[src/rtl/regfile_wb_arbiter_pkg.sv]
// rtl/regfile_wb_arbiter_pkg.sv - shared types and defaults for the writeback arbiter
package regfile_wb_arbiter_pkg;

    typedef enum logic {
        GRANT_ALU = 1'b0,
        GRANT_MEM = 1'b1
    } grant_e;

    localparam int DEFAULT_ADDRESS_WIDTH = 5;
    localparam int DEFAULT_DATA_WIDTH    = 32;

    // Bit positions of each requester in the req/grant vectors
    localparam int REQ_ALU = 0;
    localparam int REQ_MEM = 1;

endpackage

[src/rtl/rr_arbiter2.sv]
// rtl/rr_arbiter2.sv - two-way round-robin arbiter with one-hot grant
module rr_arbiter2
    import regfile_wb_arbiter_pkg::*;
(
    input  logic       clk,
    input  logic       rst,
    input  logic [1:0] req,
    input  logic       advance,
    output logic [1:0] grant
);

    grant_e last_q;
    grant_e last_d;

    always_comb begin
        grant  = 2'b00;
        last_d = last_q;
        case (req)
            2'b01:   grant = 2'b01;
            2'b10:   grant = 2'b10;
            // A tie favours whoever did not win the previous transfer
            2'b11:   grant = (last_q == GRANT_ALU) ? 2'b10 : 2'b01;
            default: grant = 2'b00;
        endcase
        if (advance && (grant != 2'b00)) begin
            last_d = grant[REQ_MEM] ? GRANT_MEM : GRANT_ALU;
        end
    end

    always_ff @(posedge clk or posedge rst) begin
        if (rst) begin
            last_q <= GRANT_ALU;
        end else begin
            last_q <= last_d;
        end
    end

endmodule

[src/rtl/regfile_wb_arbiter.sv]
// rtl/regfile_wb_arbiter.sv - arbitrates ALU and memory writebacks onto one register-file write port
module regfile_wb_arbiter
    import regfile_wb_arbiter_pkg::*;
#(
    parameter int ADDRESS_WIDTH = DEFAULT_ADDRESS_WIDTH,
    parameter int DATA_WIDTH    = DEFAULT_DATA_WIDTH
) (
    input  logic                     clk,
    input  logic                     rst,
    input  logic                     alu_valid,
    input  logic [ADDRESS_WIDTH-1:0] alu_rd,
    input  logic [DATA_WIDTH-1:0]    alu_wd,
    output logic                     alu_ready,
    input  logic                     mem_valid,
    input  logic [ADDRESS_WIDTH-1:0] mem_rd,
    input  logic [DATA_WIDTH-1:0]    mem_wd,
    output logic                     mem_ready,
    output logic                     WE3,
    output logic [ADDRESS_WIDTH-1:0] AD3,
    output logic [DATA_WIDTH-1:0]    WD3,
    output logic [15:0]              wr_count
);

    logic [1:0]               req;
    logic [1:0]               grant;
    logic                     xfer;
    logic [ADDRESS_WIDTH-1:0] sel_rd;
    logic [DATA_WIDTH-1:0]    sel_wd;

    logic                     we_q, we_d;
    logic [ADDRESS_WIDTH-1:0] ad_q, ad_d;
    logic [DATA_WIDTH-1:0]    wd_q, wd_d;
    logic [15:0]              cnt_q, cnt_d;

    // Requests are masked during reset so nothing can be accepted then
    assign req[REQ_ALU] = alu_valid & ~rst;
    assign req[REQ_MEM] = mem_valid & ~rst;

    rr_arbiter2 u_rr_arbiter2 (
        .clk     (clk),
        .rst     (rst),
        .req     (req),
        .advance (xfer),
        .grant   (grant)
    );

    assign xfer      = |grant;
    assign alu_ready = grant[REQ_ALU];
    assign mem_ready = grant[REQ_MEM];

    always_comb begin
        sel_rd = grant[REQ_MEM] ? mem_rd : alu_rd;
        sel_wd = grant[REQ_MEM] ? mem_wd : alu_wd;
        // Writes to x0 are accepted but dropped before the register file
        we_d   = xfer && (sel_rd != '0);
        ad_d   = we_d ? sel_rd : ad_q;
        wd_d   = we_d ? sel_wd : wd_q;
        cnt_d  = cnt_q + 16'(we_d);
    end

    always_ff @(posedge clk or posedge rst) begin
        if (rst) begin
            we_q  <= 1'b0;
            ad_q  <= '0;
            wd_q  <= '0;
            cnt_q <= '0;
        end else begin
            we_q  <= we_d;
            ad_q  <= ad_d;
            wd_q  <= wd_d;
            cnt_q <= cnt_d;
        end
    end

    assign WE3      = we_q;
    assign AD3      = ad_q;
    assign WD3      = wd_q;
    assign wr_count = cnt_q;

endmodule

[config.mk]
export PLATFORM = sky130hd
export DESIGN_NAME = regfile_wb_arbiter
export DESIGN_NICKNAME = d
export VERILOG_FILES = /design/src/rtl/regfile_wb_arbiter_pkg.sv /design/src/rtl/rr_arbiter2.sv /design/src/rtl/regfile_wb_arbiter.sv
export SDC_FILE = /design/constraint.sdc
export NUM_CORES = 1
export LEC_CHECK = 0
export BUFFER_PORTS_ARGS = -buffer_cell sky130_fd_sc_hd__buf_2
export CAP_MARGIN = 20
export CORE_MARGIN = 4
export CORE_UTILIZATION = 50
export CTS_CLUSTER_DIAMETER = 120
export CTS_CLUSTER_SIZE = 14
export DETAILED_ROUTE_END_ITERATION = 12
export PLACE_DENSITY_LB_ADDON = 0.25
export SLEW_MARGIN = 20
export SYNTH_ARGS = -nofsm -noshare
export SYNTH_HDL_FRONTEND = slang
export SYNTH_SLANG_ARGS = --single-unit
export TNS_END_PERCENT = 5
[constraint.sdc]
create_clock -name clk -period 6.8 [get_ports clk]
set_clock_uncertainty 0.05 [all_clocks]
set_input_delay 1.36 -clock clk [delete_from_list [all_inputs] [get_ports clk]]
set_output_delay 1.36 -clock clk [all_outputs]
set_load 0.05 [all_outputs]
==> metrics.yaml <==
setup_path:
  cpPeakStageDelay_ns: 0.64
  worstSetupPathType: "input port to output port"
  start_kind: "input port"
  crit_required_ns: 5.39
  rrSetupSlack_ns: 4.41
  reg2reg_to: "wr_count[14]$_DFF_PP0_"
  r2r_cells: 8
  startpoint: "mem_valid"
  crit_path_end_kind: "output port"
  cp_max_fo: 42
  crit_cells: 4
  cp_slowest_cell: "and2_4"
  arrival_ns: 2.98
  critical-path-top-delay-family: "simple AND/OR/NAND/NOR gates"
  cp.buffers_inverters: 2
  cp_cell_sequence: "buf_2 -> nor2b_1 -> and2_4 -> buf_2"
  cpMostUsedCell: "buf_2"
  crit_end: "mem_ready"
  r2r-start: "u_rr_arbiter2.last_q$_DFFE_PP0P_"
timing:
  setup_tns_ns: 0
  max_slew_margin_pct: 54.7
  hold_viol: 0
  timing.fmax_mhz: 228
  setup_viol: 0
  tightest_slew_ns: 0.679
  period_share_pct: 64.5
  slew_viol_final: 0
  min_period_ns: 4.39
  rsz0062_at_grt: "no"
logic_synthesis:
  synthTopCellsByArea: "dfrtp_1 48%, mux2_4 15%, mux2_2 14%"
  synth_seq_area_share_pct: 47.7
  ys_async_sr_fraction_pct: 100
  synth.ff_latch_count: 55
  synth_nets: 295
  yosys.area.top_type_share_pct: 47.7
  syn_avg_cell_area_um2: 13.4
  ys_warn_count: 0
  synth_cell_types: 36
  syn-cell-area_um2: 2890
  synth_enable_flop_cells: 0
  yosysTopAreaCell: "dfrtp_1"
  synthCells: 215
  synth_ff_type: "dfrtp_1"
layout:
  stdcell_count: 420
  final_common_cell: "buf_2"
  layout_common_cells: "133 x buf_2, 55 x dfrtp_1, 36 x mux2_2, 28 x mux2_4, 10 x nor2_1"
  area_delta_synth_final_pct: 26.6
  antennaDiodeCount: 0
  drive_gt1_share_pct: 62.4
  finalNetCount: 428
route:
  drc: 0
  ant_nets: 0
  drt_wl_total_mm: 6.10
  vias: 2096
  drtPass1Iterations: 4
  wl_per_cell_um: 14.5
  drt_iter0_markers: 82
  vias_per_cell: 4.99
floorplan:
  ios: 134
  die_area_um2: 7050
  start_util_pct: 52.1
  fp.dieW_um: 84.0
  fp.coreArea_um2: 5540
  fp.dieH_um: 84.0
  row_count: 27
flow_run:
  max_cap_viol_count: 0
placed_design:
  io_buffers: 133
  dp_hpwl_mm: 4.62
  place_congestion: 0.789
  dp_cells: 413
clock_tree:
  clk_latency_ns: 0.30
  clock-sinks: 55
  cts_resized: 0
  cts_tree: "yes"
  clock_path_buffers: 2
  clk_pin_slew_ns: 0.09
  post_cts_buffers: 0
  hold_buffers: 0
  cts-root-buf: "clkbuf_8"
  htree_levels: 2
  cts_inserted_buffers: 5
status:
  status: "completed"
global_routing:
  grtUsageTotal_pct: 17.8
  grt_pass1_vias: 2100
  grt_max_degree: 57
  grt_pass1_wl_mm: 10.2
  antenna_found_initial: 0
  grt_overflow: 0
power:
  max-vdd-ir-drop_mv: 0.169
  p_leak_nw: 1.86
  power_density_nw_per_um2: 280
worst_hold_path:
  hold_path_class: "flop to flop"
[layer usage]
metal	wire length [um]	part of all wire (%)	vias up	global-route usage, %
li1	-	-	1029	-
met1	2640	43	981	22.9
met2	2910	48	82	29.4
met3	514	8.4	4	6.22
met4	31	0.51	0	3.65
met5	0	0	-	0
[how the worst min path moves through the flow]
stage | slack [ns] | endpoint | depth (start not counted) | start
after CTS | 0.43 | wr_count[15]$_DFF_PP0_ | 1 | wr_count[15]$_DFF_PP0_
after global routing | 0.45 | wr_count[15]$_DFF_PP0_ | 1 | wr_count[15]$_DFF_PP0_
final | 0.43 | wr_count[15]$_DFF_PP0_ | 1 | wr_count[15]$_DFF_PP0_
after detailed placement | 0.42 | wr_count[15]$_DFF_PP0_ | 1 | wr_count[15]$_DFF_PP0_
after floorplan | 0.42 | u_rr_arbiter2.last_q$_DFFE_PP0P_ | 1 | u_rr_arbiter2.last_q$_DFFE_PP0P_
after global placement | 0.42 | wr_count[15]$_DFF_PP0_ | 1 | wr_count[15]$_DFF_PP0_
[stage by stage]
stage | hold slack, ns | power [W] | setup slack [ns] | utilization [%] | instance area [um^2]
after floorplan | 0.420 | 0.000751 | 1.73 | - | 2890
after global placement | 0.418 | 0.000852 | 2.49 | 64.4 | 3570
after detailed placement | 0.417 | 0.000858 | 2.41 | 64.4 | 3570
after CTS | 0.429 | 0.00103 | 2.41 | 65.9 | 3650
after global routing | 0.449 | 0.00108 | 2.26 | 65.9 | 3650
final | 0.426 | 0.00102 | 2.41 | 65.9 | 3650
[cell families after synthesis]
group                    Yosys count  share of synthesized area (%)
AO/OA/AOI/OAI                     19                           5.42
AND/OR/NAND/NOR                   42                           8.07
flip-flops                        55                           47.7
multiplexers                      67                           29.7
buffers and inverters             16                           4.03
adder cells (fa/ha/maj)            2                          0.867
XOR/XNOR                          14                           4.25
[cell type report]
| class | count | area [um^2] |
|---|---|---|
| fill | 452 | 1890 |
| multi-input combinational | 144 | 1390 |
| sequential | 55 | 1380 |
| timing repair buffer | 135 | 681 |
| tap | 72 | 90.1 |
| clock buffer | 6 | 82.6 |
| inverter | 7 | 26.3 |
| clock inverter | 1 | 5.00 |
[flip-flops by register name, summed over array words and instances (netlist names)]
| register | flops |
|---|---|
| AD3 | 5 |
| u_rr_arbiter2.last_q | 1 |
| WE3 | 1 |
| wr_count | 16 |
| WD3 | 32 |
[synth_stat cells (2+ instances only)]
master / n
dfrtp_1: 55
mux2_2: 36
mux2_4: 28
nor2_1: 10
inv_1: 7
xnor2_1: 7
xor2_1: 7
nand3_1: 6
nand2_1: 5
buf_6: 4
nand4_1: 4
a21oi_1: 3
and3_1: 3
buf_2: 3
mux2i_1: 3
nor3_1: 3
o22ai_1: 3
a211oi_1: 2
a211oi_4: 2
a21boi_0: 2
and4_1: 2
buf_8: 2
ha_1: 2
o21ai_0: 2
o311ai_0: 2
or2_2: 2
[report_power, final]
group | leakage, nW | internal (W) | switching, W | total [W]
Clock | 0.0470 | 0.0000801 | 0.0000953 | 0.000175
Combinational | 1.15 | 0.000135 | 0.000288 | 0.000423
Sequential | 0.667 | 0.000384 | 0.0000415 | 0.000425
Total | 1.86 | 0.000599 | 0.000425 | 0.00102
Power figures use the tool's default switching activity.
